==> src/rtl/ray_dispatcher.sv <==
// Buffers camera rays from the generator in a small FIFO and issues them
// round-robin to a pool of ray units, reporting aggregate busy upstream.
module ray_dispatcher #(
  parameter int POSITION_WIDTH = 16,
  parameter int ADDRESS_WIDTH  = 32,
  parameter int NUM_UNITS      = 4,
  parameter int FIFO_DEPTH     = 4
) (
  input  logic                                   clock,
  input  logic                                   reset,
  input  logic signed [2:0][POSITION_WIDTH-1:0]  rayV,
  input  logic        [ADDRESS_WIDTH-1:0]        rayAddress,
  input  logic                                   rayStart,
  output logic                                   rayReady,
  output logic                                   rayBusy,
  output logic signed [2:0][POSITION_WIDTH-1:0]  unitV,
  output logic        [ADDRESS_WIDTH-1:0]        unitAddress,
  output logic        [NUM_UNITS-1:0]            unitStart,
  input  logic        [NUM_UNITS-1:0]            unitReady,
  input  logic        [NUM_UNITS-1:0]            unitBusy,
  output logic        [31:0]                     dispatched
);

  localparam int PTR_W   = $clog2(FIFO_DEPTH);
  localparam int CNT_W   = $clog2(FIFO_DEPTH + 1);
  localparam int RR_W    = $clog2(NUM_UNITS);
  localparam int V_W     = 3 * POSITION_WIDTH;
  localparam int ENTRY_W = V_W + ADDRESS_WIDTH;

  logic [ENTRY_W-1:0]   fifo_mem [FIFO_DEPTH];
  logic [ENTRY_W-1:0]   head;
  logic [PTR_W-1:0]     wr_ptr_reg;
  logic [PTR_W-1:0]     rd_ptr_reg;
  logic [CNT_W-1:0]     count_reg;
  logic [CNT_W-1:0]     count_next;
  logic [RR_W-1:0]      rr_reg;
  logic [RR_W-1:0]      rr_next;
  logic [RR_W-1:0]      grant_idx;
  logic [RR_W-1:0]      cand_idx [NUM_UNITS];
  logic [NUM_UNITS-1:0] unit_start_reg;
  logic [NUM_UNITS-1:0] eligible;
  logic [NUM_UNITS-1:0] grant_onehot;
  logic                 grant_valid;
  logic                 push;
  logic                 pop;
  logic [V_W-1:0]       unit_v_reg;
  logic [ADDRESS_WIDTH-1:0] unit_addr_reg;
  logic [31:0]          dispatched_reg;

  assign rayReady = (count_reg < CNT_W'(FIFO_DEPTH));
  assign push     = rayStart && rayReady;

  // The start register doubles as the one-cycle grant mask: a unit whose
  // pulse is currently visible may still show ready and must not be regranted.
  genvar gi;
  generate
    for (gi = 0; gi < NUM_UNITS; gi++) begin : g_unit
      assign eligible[gi] = unitReady[gi] && !unit_start_reg[gi];
      assign cand_idx[gi] = RR_W'((int'(rr_reg) + gi) % NUM_UNITS);
    end
  endgenerate

  // Scan from the farthest candidate down so the nearest eligible one wins.
  always_comb begin
    grant_valid = 1'b0;
    grant_idx   = '0;
    for (int k = NUM_UNITS - 1; k >= 0; k--) begin
      if (eligible[cand_idx[k]]) begin
        grant_valid = 1'b1;
        grant_idx   = cand_idx[k];
      end
    end
  end

  assign grant_onehot = NUM_UNITS'(1) << grant_idx;
  assign rr_next      = (grant_idx == RR_W'(NUM_UNITS - 1)) ? '0 : grant_idx + RR_W'(1);
  assign pop          = (count_reg != '0) && grant_valid;
  assign head         = fifo_mem[rd_ptr_reg];

  always_comb begin
    count_next = count_reg;
    case ({push, pop})
      2'b10:   count_next = count_reg + CNT_W'(1);
      2'b01:   count_next = count_reg - CNT_W'(1);
      default: count_next = count_reg;
    endcase
  end

  // Storage carries no reset so it maps onto RAM; validity lives in count_reg.
  always_ff @(posedge clock) begin
    if (push) begin
      fifo_mem[wr_ptr_reg] <= {rayV, rayAddress};
    end
  end

  always_ff @(posedge clock or posedge reset) begin
    if (reset) begin
      wr_ptr_reg     <= '0;
      rd_ptr_reg     <= '0;
      count_reg      <= '0;
      rr_reg         <= '0;
      unit_start_reg <= '0;
      unit_v_reg     <= '0;
      unit_addr_reg  <= '0;
      dispatched_reg <= '0;
    end else begin
      count_reg <= count_next;
      if (push) begin
        wr_ptr_reg <= wr_ptr_reg + PTR_W'(1);
      end
      if (pop) begin
        rd_ptr_reg     <= rd_ptr_reg + PTR_W'(1);
        unit_v_reg     <= head[ENTRY_W-1 -: V_W];
        unit_addr_reg  <= head[ADDRESS_WIDTH-1:0];
        unit_start_reg <= grant_onehot;
        rr_reg         <= rr_next;
        dispatched_reg <= dispatched_reg + 32'd1;
      end else begin
        unit_start_reg <= '0;
      end
    end
  end

  assign unitV       = unit_v_reg;
  assign unitAddress = unit_addr_reg;
  assign unitStart   = unit_start_reg;
  assign dispatched  = dispatched_reg;
  assign rayBusy     = (count_reg != '0) || (|unit_start_reg) || (|unitBusy);

endmodule

==> config.mk <==
export PLATFORM = sky130hd
export DESIGN_NAME = ray_dispatcher
export DESIGN_NICKNAME = d
export VERILOG_FILES = /design/src/rtl/ray_dispatcher.sv
export SDC_FILE = /design/constraint.sdc
export NUM_CORES = 1
export LEC_CHECK = 0
export ABC_AREA = 1
export CAP_MARGIN = 0
export CORE_ASPECT_RATIO = 1.25
export CORE_MARGIN = 2
export CORE_UTILIZATION = 28
export DETAILED_ROUTE_END_ITERATION = 10
export PLACE_DENSITY_LB_ADDON = 0.2
export SYNTH_ARGS = -nofsm -noshare
export SYNTH_HDL_FRONTEND = slang
export SYNTH_SLANG_ARGS = --single-unit
==> constraint.sdc <==
create_clock -name clock -period 5.5 [get_ports clock]
set_clock_uncertainty 0.15 [all_clocks]
set_input_delay 1.1 -clock clock [delete_from_list [all_inputs] [get_ports clock]]
set_output_delay 1.1 -clock clock [all_outputs]
set_load 0.005 [all_outputs]
==> Yosys cells after proc, flatten, opt, wreduce, memory -nomap -nowiden <==
Memory sizes are Yosys's and may differ from the RTL's. A register that Yosys moved wholly into a read port is not among the register bits.
Index checks and enable logic that the tools add are counted.
{ "classes": {"magnitude_cmp": 5, "addsub": 9, "muxes": 21, "n_eq_ne": 3, "n_reduce_logical": 16, "shift": 1} }
{ "ops": {"columns": ["operator", "count"], "rows": [
  ["adder 32 x 1 -> 32 bit, second input constant", 1],
  ["less-than comparator 2 x 3 -> 1 bit, second input constant", 4],
  ["two-way mux 1 bit", 10],
  ["two-way mux 2 bit", 5],
  ["adder 2 x 1 -> 2 bit, second input constant", 4],
  ["binary-select mux 1 bit (select 2 bit)", 4],
  ["OR reduction 4 bit", 2],
  ["logical AND 1 bit", 6],
  ["one-hot mux 3 bit (2 select lines)", 1],
  ["adder 2 bit, second input constant", 2],
  ["== test 2 bit, second input constant", 2],
  ["zero test 1 bit", 4],
  ["two-way mux 4 bit", 1],
  ["left shift 1 x 2 -> 4 bit, first input constant", 1],
  ["adder 3 x 1 -> 3 bit, second input constant", 1],
  ["less-than comparator 3 bit, second input constant", 1],
  ["nonzero test 3 bit", 1],
  ["subtractor 3 x 1 -> 3 bit, second input constant", 1],
  ["== test 2 x 1 -> 1 bit, second input constant", 1],
  ["logical OR 1 bit", 2],
  ["nonzero test 2 bit", 1]
]} }
{ "word_totals": {"ramBits": 320, "inputBits": 91, "register_bits": 45, "n_memories": 1, "output_inout_bits": 118, "wordCells": 62} }
{ "mem_list": {"columns": ["name", "depth", "word_bits", "rd", "rd_clocked_by_memory_dff", "write_ports", "line_no", "text"], "rows": [
  ["fifo_mem", 4, 80, 1, 1, 1, "30", "logic [ENTRY_W-1:0] fifo_mem [FIFO_DEPTH];"]
]} }

==> Longest topological paths before layout <==
{ "depth": {"depth_word": 11, "ltp_mapped": 17, "mapped_depth_nobuf": 15} }

==> Worst setup path before layout <==
No wires, ideal clock.
{ "synth_path": {"kind": "input -> register", "from": "in rayStart", "to": "mem fifo_mem[0][0] (netlist bit), enable pin", "setup_slack_ns": 0.212, "required_ns": 4.831, "cell_stages": 2, "t_arrival_ns": 4.619, "setup_time_ns": 0.519, "n_path_buf": 0, "path_cell_list": "nand2_1 nor2_1"} }
{ "synth_via": {"elab_chain_cells": 3} }
{ "synth_lines": {"columns": ["element", "line_no", "text"], "rows": [
  ["start, declared", "13", "input logic rayStart,"],
  ["logical AND 1 bit", "51", "assign push = rayStart && rayReady;"],
  ["two-way mux 1 bit", "91", "if (push) begin"],
  ["two-way mux 1 bit (implied by the code)", "92", "fifo_mem[wr_ptr_reg] <= {rayV, rayAddress};"],
  ["end, declared", "30", null]
]} }
No other way between the ends.

==> Final worst setup path <==
{ "layout_path": {"from": "in unitBusy[1]", "to": "out rayBusy"} }
{ "layout_via": {"elab_chain_cells": 2} }
{ "layout_lines": {"columns": ["element", "line_no", "text"], "rows": [
  ["start, declared", "20", "input logic [NUM_UNITS-1:0] unitBusy,"],
  ["OR reduction 4 bit", "128", "assign rayBusy = (count_reg != '0) || (|unit_start_reg) || (|unitBusy);"],
  ["logical OR 1 bit", "128", null],
  ["end, declared", "15", "output logic rayBusy,"]
]} }
No other way between the ends.

==> run_results.csv <==
group,metric,value,unit
status,outcome,"completed",
logic_synthesis,synth.distinct_cells,29,
power,p_leak,0.00832,uW
logic_synthesis,seq_area_frac_synth,0.717,
cells_and_area,antenna_cells_inserted,0,
cells_and_area,syn_to_final_growth,25.5,%
logic_synthesis,synth_flop_cell,"edfxtp_1",
logic_synthesis,ys_top_cells_by_area,"edfxtp_1 54%, dfrtp_1 18%, nand2_1 8.9%, nor2_1 6.1%, o32ai_1 3.9%",
grt,grt_first_pass_wirelength,71.7,mm
cts,post_cts_resized,0,
power,p_sw,4630,uW
placed_design,place_congestion,0.882,
cells_and_area,final_layout_size_suffix_gt1_frac,0.0569,
cts,clock-sinks,445,
drt,ant_nets,0,
worst_setup_path,setup.worst_path.start_class,"input pin",
timing,fin_crit_sh,0.658,
floorplan,core-area,63000,sq um
cells_and_area,design_area,22300,sq um
timing,max-slew-margin-rel,0.360,
floorplan,ioPinCount,209,
cells_and_area,fillCellCount,6218,
drt,dr.pass1.iters,4,
cts,holdBufCountCts,0,
grt,gr-usage-all-layers,0.141,
grt,grt_pass1_vias,12006,
cts,htreeDepth,2,
logic_synthesis,avgSynthCellArea,11.6,sq um
logic_synthesis,yosys_warnings,0,
logic_synthesis,synth_edf_count,320,
cts,clk_latency,0.56,ns
logic_synthesis,yosysTopAreaCell,"edfxtp_1",
logic_synthesis,synth.ff_latch_count,445,
timing,finalCriticalPeriod,3.62,ns
timing,rsz0062_at_grt,"false",
power,ir_drop,0.485,mV
floorplan,fp.dieW,229,microns
cts,ctsRootBufferMaster,"clkbuf_16",
cts,clockBufferDepth,3,
drt,via_count,11804,
run,cap_violations,0,
power,comb_power_share,0.356,
logic_synthesis,syn_inst,1528,
worst_setup_path,critical_path_arrival,2.37,ns
logic_synthesis,synthDominantCellAreaShare,0.541,
timing,setup_viol,0,
timing,slew_violations,0,
worst_setup_path,end_kind,"primary output",
worst_setup_path,crit_type,"in -> out",
grt,antenna_found_initial,2,
logic_synthesis,syn_nets,1630,
cts,post_cts_buffers,0,
grt,grt_max_degree,113,
power,intPower,8010,uW
power,power_frac_seq,0.387,
placed_design,io_buffers,208,
drt,drc,0,
cells_and_area,layout.nets,1823,
logic_synthesis,post-synth-top-count-cell,"nand2_1",
grt,overflow,0,
cells_and_area,top_register,"fifo_mem",
cells_and_area,largest_register_ffs,320,
logic_synthesis,synth_commonest_cells,"421 x nand2_1, 320 x edfxtp_1, 289 x nor2_1, 125 x dfrtp_1, 88 x o21ai_0",
timing,max_freq,276,MHz
cts,cts_tree,"built",
placed_design,dp_hpwl,26.4,mm
floorplan,die_h,286,microns
timing,setup_tns,0,ns
floorplan,start_util,0.282,
drt,wire_per_inst,17.9,microns
power,switching_share,0.366,
power,p_clk_frac,0.257,
logic_synthesis,netlist_area,17800,sq um
timing,worst_slew_pin_slew,0.960,ns
timing,finalHoldViolCount,0,
worst_setup_path,critPathRequiredTime,4.25,ns
drt,vias_per_cell,4.54,
drt,drt_iter0_drc,562,
min_path,hp-class,"reg -> reg",
floorplan,num_rows,103,
cts,clk_pin_slew_worst_paths,0.06,ns
placed_design,post_dp_cell_area,20700,sq um
floorplan,design.die.area,65500,sq um
power,powerDensity,567,nW/um^2
logic_synthesis,synth-async-reset-ratio,0.281,
cts,cts_buffers,47,
worst_setup_path,cp_max_fo,1,
drt,wl,46.5,mm
cell type report:
cell class	count	area, sq um	share of cell area
clock buffer	67	1350	0.0606
clock inverter	19	226	0.0102
inverter	43	174	0.00780
multi-input combinational	960	4490	0.201
sequential	445	12700	0.572
tap	840	1050	0.0472
timing repair buffer	224	2250	0.101
final timing paths:
check                      slack, ns  cells past startpoint                        start                           to
max                             1.88                      4                  unitBusy[1]                      rayBusy
min                             0.33                      2  unitAddress[12]$_DFFE_PP0P_  unitAddress[12]$_DFFE_PP0P_
max reg2reg                     2.56                     14        rr_reg[0]$_DFFE_PP0P_     count_reg[2]$_DFFE_PP0P_
min reg2reg                     0.33                      2  unitAddress[12]$_DFFE_PP0P_  unitAddress[12]$_DFFE_PP0P_
max in group asynchronous       3.41                      3                        reset  unitAddress[20]$_DFFE_PP0P_
min in group asynchronous       0.94                      2                        reset     count_reg[0]$_DFFE_PP0P_
cell usage in the layout (no fill, tap or decap), types with 3 or more instances in the layout:
master             n
inv_1             39
clkbuf_8          10
clkinv_1           4
ha_1              10
inv_6              3
o21ai_0           88
nand4_1            3
clkinv_2           6
o32ai_1           80
bufinv_16          5
nand3_1           15
clkbuf_16         47
dfrtp_1          123
buf_12             4
xor2_1            20
nor2_4             4
nor3_1            10
nand2_1          421
clkdlybuf4s50_1  208
buf_4             12
xnor2_1           12
clkinvlp_4         3
clkbuf_1          10
nor2_1           285
edfxtp_1         320
logic make-up after synthesis:
kind of cell / Yosys count / synth area share
AND/OR/NAND/NOR: 743 / 0.160
buffers and inverters: 123 / 0.0323
AO/OA/AOI/OAI: 173 / 0.0658
adder cells (fa/ha/maj): 11 / 0.00817
XOR/XNOR: 33 / 0.0167
flip-flops: 445 / 0.717
power groups by stage:
stage | Clock, uW | Sequential, uW | Combinational, uW
2_1_floorplan | 0 | 4780 | 3020
3_3_place_gp | 0 | 4980 | 4580
3_5_place_dp | 0 | 4980 | 4660
4_1_cts | 3370 | 4920 | 4670
5_1_grt | 3490 | 4990 | 5150
6_report | 3250 | 4900 | 4500
per-layer routing:
metal | wire length, microns | track usage | vias to the layer above
li1 | - | - | 5623
met1 | 20700 | 0.178 | 5873
met2 | 22700 | 0.245 | 237
met3 | 1990 | 0.0282 | 67
met4 | 1070 | 0.0425 | 4
met5 | 25 | 0 | -
worst max-delay path, stage by stage:
cell             delay (ns)
clkdlybuf4s50_1        0.41
nor4_1                 0.29
nand3_1                0.11
clkdlybuf4s50_1        0.47
per-stage QoR:
stage | std cells | worst slack (ns) | power, uW | util | hold slack [ns]
final | 2598 | 1.88 | 12600 | 0.354 | 0.329
after global routing | 2598 | 1.85 | 13600 | 0.354 | 0.354
after CTS | 2598 | 1.85 | 13000 | 0.354 | 0.335
after detailed placement | 2512 | 1.52 | 9640 | 0.329 | 0.314
after global placement | 2512 | 1.54 | 9560 | 0.329 | 0.316
after floorplan | 1528 | 0.212 | 7800 | - | 0.319
(Power assumes the default switching activity.)
==> edit 1: new RTL, same settings <==
The parameter `FIFO_DEPTH` goes from 4 to 2.
--- a/src/rtl/ray_dispatcher.sv
+++ b/src/rtl/ray_dispatcher.sv
@@ -4,7 +4,7 @@
   parameter int POSITION_WIDTH = 16,
   parameter int ADDRESS_WIDTH  = 32,
   parameter int NUM_UNITS      = 4,
-  parameter int FIFO_DEPTH     = 4
+  parameter int FIFO_DEPTH     = 2
 ) (
   input  logic                                   clock,
   input  logic                                   reset,
Behaviour: not the same (a bounded check fails within 4 cycles, from zero or initial values and one cycle with reset high).
==> edit 1 against the original RTL <==
Global-route usage decreased by 0.065 points. Total power shrank 34%. Sequential cell count down 163. Design area down 32%. Area after synthesis decreased by 36%. Die area decreased by 35%. Critical path depth unchanged. Routed wire length decreased by 36%. Setup slack improved by 21 ps. Register-to-register slack worse by 230 ps. Non-clock buffer count fell by 8. Largest cell class unchanged.
==> edit 1: results (changes against the original RTL) <==
Parameter                              Value

Placed design
  DP Wirelength    17600 microns (-33%)
  Placer congestion estimate    0.825 (-6.5%)

GRT
  Maximum number of pins on one net before global-route repair    85 (-25%)
  First-pass GRT wire length    46500 microns (-35%)
  Overall track demand over capacity in global routing    0.141 (-0.000654)
  Number of antenna violations at the first check in global routing    3 (+1)
  Via count of the first global-routing pass    8347 (-30%)

Finish
  Share of cells above drive strength 1    0.0487 (-0.00823)
  Max FFs per register    160 (-50%)
  Nets    1450 (-20%)
  Final-layout fill cell count    4061 (-35%)

Synth
  Post-synth net total    1242 (-24%)
  Sequential cell area fraction in the yosys report    0.688 (-0.0290)
  Gate Count Post-Synth    1145 (-25%)
  Post-synth ARST share    0.433 (+0.152)
  Count of warnings emitted by yosys    0 (unchanged)
  Dominant synthesized flop cell    edfxtp_1
  Post-synth cell types    28 (-3.4%)
  EDFF count, synth    160 (-50%)
  Most numerous cell types in the synthesized netlist    nand2_1, edfxtp_1, dfrtp_1

Clock tree
  H-Tree Depth    1 (-1)
  Num CTS Buffers    31 (-34%)

Drt
  Number of search-and-repair iterations in the first detailed-routing pass    5 (+1)
  Initial detailed-routing violation count    379 (-33%)
  Routed vias/inst    4.28 (-5.8%)
  Vias after detailed routing    8228 (-30%)
  Sum of routed wire length over all layers    29600 microns (-36%)

Power and ir drop
  Largest vdd supply drop    426 uV (-12%)
  Reported leakage power    6.45 nW (-22%)

Run status
  Result of the run    finished clean

Critical path
  Data arrival time of the critical path    2350 ps (-20 ps)

STA
  Worst slew margin relative to its limit    0.346 (-0.0145)
-- edit 1: report_power, final --
part,leakage (nW),total (mW),switching [mW],internal (mW)
sequential,3.01,3.21,0.317,2.89
combinational,2.96,3.10,1.88,1.22
clock,0.486,2.05,0.832,1.22
total,6.45,8.36,3.03,5.33
-- edit 1: worst paths after layout --
| kind | from | to | slack (ps) | cells past startpoint |
|---|---|---|---|---|
| worst max register to register | rr_reg[0]$_DFFE_PP0P_ | count_reg[1]$_DFFE_PP0P_ | 2330 | 14 |
| min in group asynchronous | reset | unitAddress[8]$_DFFE_PP0P_ | 940 | 2 |
| max in group asynchronous | reset | unitAddress[29]$_DFFE_PP0P_ | 3370 | 3 |
| worst min-delay path | unitAddress[23]$_DFFE_PP0P_ | unitAddress[23]$_DFFE_PP0P_ | 320 | 2 |
| worst max-delay path | unitBusy[1] | rayBusy | 1900 | 4 |
| worst min register to register | unitAddress[23]$_DFFE_PP0P_ | unitAddress[23]$_DFFE_PP0P_ | 320 | 2 |
-- edit 1: critical path, cell delays in order --
cell and delay, ps:
clkdlybuf4s50_1 390, nor4_1 290, nand4_1 110, clkdlybuf4s50_1 460
-- edit 1: cell families after synthesis --
family,count (synthesis),share of synthesized area
adders and majority gates,6,0.00657
and+or+nand+nor,718,0.246
buffers and inverters,96,0.0365
DFF,282,0.688
AOI/OAI and AO/OA,31,0.0139
xor gates and xnor gates,12,0.00920
-- edit 1: area by class of cell --
class                   instances  area (sq um)  area share
inverters                      55           214      0.0142
well taps                     546           683      0.0453
flip-flops and latches        282          7860       0.521
repair buffers                216          2180       0.144
clock inverters                12           135     0.00895
clock buffers                  45           858      0.0569
multi-input cells             767          3160       0.210
-- edit 1: routing by layer --
metal | global-route usage | share of wire
met5 | 0 | 0.0011
met3 | 0.0242 | 0.047
met4 | 0.0402 | 0.022
met2 | 0.259 | 0.52
met1 | 0.167 | 0.41
-- edit 1: through the flow --
stage / total power, mW / area, sq um / setup WS, ps
after floorplan: 5.04 / 11400 / 280
after global placement: 6.41 / 14100 / 1350
after detailed placement: 6.45 / 14100 / 1370
after CTS: 8.55 / 15100 / 1890
after global routing: 9.04 / 15100 / 1720
final: 8.36 / 15100 / 1900
==> edit 2: new RTL, same flow settings <==
Without the edit above. Make the reset (`reset`) synchronous in one clocked block.
--- a/src/rtl/ray_dispatcher.sv
+++ b/src/rtl/ray_dispatcher.sv
@@ -93,7 +93,7 @@
     end
   end
 
-  always_ff @(posedge clock or posedge reset) begin
+  always_ff @(posedge clock) begin
     if (reset) begin
       wr_ptr_reg     <= '0;
       rd_ptr_reg     <= '0;
Behaviour: differs if reset is asserted again (counterexample within 4 cycles, from zero or initial values and one cycle with reset high); with reset held inactive, the same outputs for 4 cycles.
==> edit 2 against the original RTL <==
Design area down 2.8%. Register-to-register slack better by 270 ps. Routed wire length up 0.75%. Area after synthesis down 2.7%. Sequential cell count unchanged. Worst hold slack better by 9.9 ps. Setup slack better by 31 ps. Total power down 14%.
==> edit 2: results (changes against the original RTL) <==
Parameter                              Value

Run status
  Result of the run    finished clean

Synth
  EDFF count, synth    320 (unchanged)
  Dominant synthesized flop cell    edfxtp_1
  Count of warnings emitted by yosys    0 (unchanged)
  Sequential cell area fraction in the yosys report    0.701 (-0.0161)
  Share of the synthesized area in compound gates (AO/OA/AOI/OAI)    0.116 (+0.0497)
  Post-synth net total    1674 (+2.7%)
  Area share of fa/ha/maj cells after synthesis    0.00623 (-0.00194)
  Most numerous cell types in the synthesized netlist    nor2_1, edfxtp_1, o21ai_0
  Xor/xnor cell area share of the yosys netlist    0.00405 (-0.0126)
  Post-synth cell types    31 (+6.9%)
  Cells taking the most area after synthesis    edfxtp_1, dfxtp_1, nor2_1
  Post-synth ARST share    0 (-0.281)

Clock tree
  Insertion delay of the later-clocked pin in the worst-skew pair    580 ps (+20 ps)
  Count of cells resized by post-cts repair    0 (unchanged)
  Post-CTS clock slew at the launch and capture registers of the worst setup and hold paths    50 ps
  Number of setup buffers added after CTS    0 (unchanged)
  Num CTS Buffers    48 (+2.1%)
  H-Tree Depth    2 (unchanged)
  Maximum buffer depth of the clock tree    3 (unchanged)

STA
  Setup Viol. Count Final    0 (unchanged)
  Actual transition at the worst max-transition pin    1160 ps (+205 ps)

Critical path
  R2R Path Start    rd_ptr_reg[0]$_SDFFE_PP0P_
  Data arrival time of the critical path    2340 ps (-30 ps)
  Worst Path Max Fanout    1 (unchanged)
  Max stage delay on crit path    460 ps

Placed design
  Placer congestion estimate    0.905 (+2.7%)
  DP Wirelength    25700 microns (-2.5%)
  Worst setup slack before clock tree synthesis    1580 ps (+58.2 ps)

Finish
  Nets    1857 (+1.9%)
  Share of cells above drive strength 1    0.0545 (-0.00238)
  Largest register by flop count    fifo_mem
  Max FFs per register    320 (unchanged)
  # diodes    0 (unchanged)

Drt
  Routed vias/inst    4.55 (about the same)
  Number of search-and-repair iterations in the first detailed-routing pass    5 (+1)
  Initial detailed-routing violation count    638 (+14%)
  Sum of routed wire length over all layers    46900 microns (+0.75%)

GRT
  Overall track demand over capacity in global routing    0.145 (+0.00386)
  Maximum number of pins on one net before global-route repair    191 (+69%)
  Via count of the first global-routing pass    11600 (-3.2%)
  First-pass GRT wire length    70100 microns (-2.3%)
  Number of antenna violations at the first check in global routing    3 (+1)

Worst hold path
  Hold crit path type    reg2reg
  Startpoint of the tightest hold check path    dispatched[31]$_SDFFE_PP0P_

Power and ir drop
  Largest vdd supply drop    765 uV (+58%)
  Reported leakage power    7.23 nW (-13%)
  Internal portion of total power    7.18 mW (-10%)
[edit 2: cell types whose count changed after synthesis, moves of 80 or more]
cell / delta
dfxtp_1: +125
dfrtp_1: -125
o32ai_1: -80
nand2_1: -272
o21ai_1: +80
nor2_1: +93
o21ai_0: +88
[edit 2: cell type report]
class	instances	area [sq um]
repair buffers	223	2260
inverters	55	211
fillers	6095	39200
well taps	824	1030
clock inverters	25	188
clock buffers	65	1320
flip-flops and latches	445	12100
multi-input cells	985	4550
[edit 2: per-layer routing]
metal,vias to the layer above,share of wire,track usage
li1,5891,-,-
met1,5690,0.44,0.179
met2,245,0.49,0.253
met3,88,0.047,0.0305
met4,6,0.028,0.0469
met5,-,0.00087,0
[edit 2: logic make-up (layout without fill, tap and decap cells)]
kind of cell / Yosys count / in the layout
fa+ha+maj: 8 / 8
flops: 445 / 445
simple gates: 593 / 593
buf+inv: 145 / 368
xor+xnor: 8 / 8
compound gates: 376 / 376
[edit 2: worst reg2reg max path, delay by kind of cell, from the launching register on]
family | cells | cell delay, ps
buffers and inverters | 2 | 1520
flip-flops | 1 | 500
AO/OA/AOI/OAI | 2 | 440
[edit 2: stage by stage]
stage	hold WS [ps]	std cells	utilization	power (mW)	instance area, sq um
6_report	339	2622	0.356	10.9	21700
4_1_cts	346	2622	0.356	11.1	21700
5_1_grt	382	2622	0.356	11.6	21700
2_1_floorplan	331	1575	-	6.56	17300
3_5_place_dp	338	2532	0.331	7.93	20200
3_3_place_gp	337	2532	0.331	7.89	20200
[edit 2: final timing paths]
check / endpoint / slack [ps] / cells past startpoint
worst max-delay path: rayBusy / 1910 / 4
worst min-delay path: dispatched[31]$_SDFFE_PP0P_ / 340 / 2
worst max register to register: unitAddress[22]$_SDFFE_PP0P_ / 2830 / 4
worst min register to register: dispatched[31]$_SDFFE_PP0P_ / 340 / 2
[edit 2: power by group through the flow]
stage | clock network [mW] | registers, mW | logic, mW
2_1_floorplan | 0 | 4.49 | 2.07
3_3_place_gp | 0 | 4.62 | 3.27
3_5_place_dp | 0 | 4.61 | 3.31
4_1_cts | 3.20 | 4.55 | 3.32
5_1_grt | 3.32 | 4.61 | 3.62
6_report | 3.10 | 4.54 | 3.23
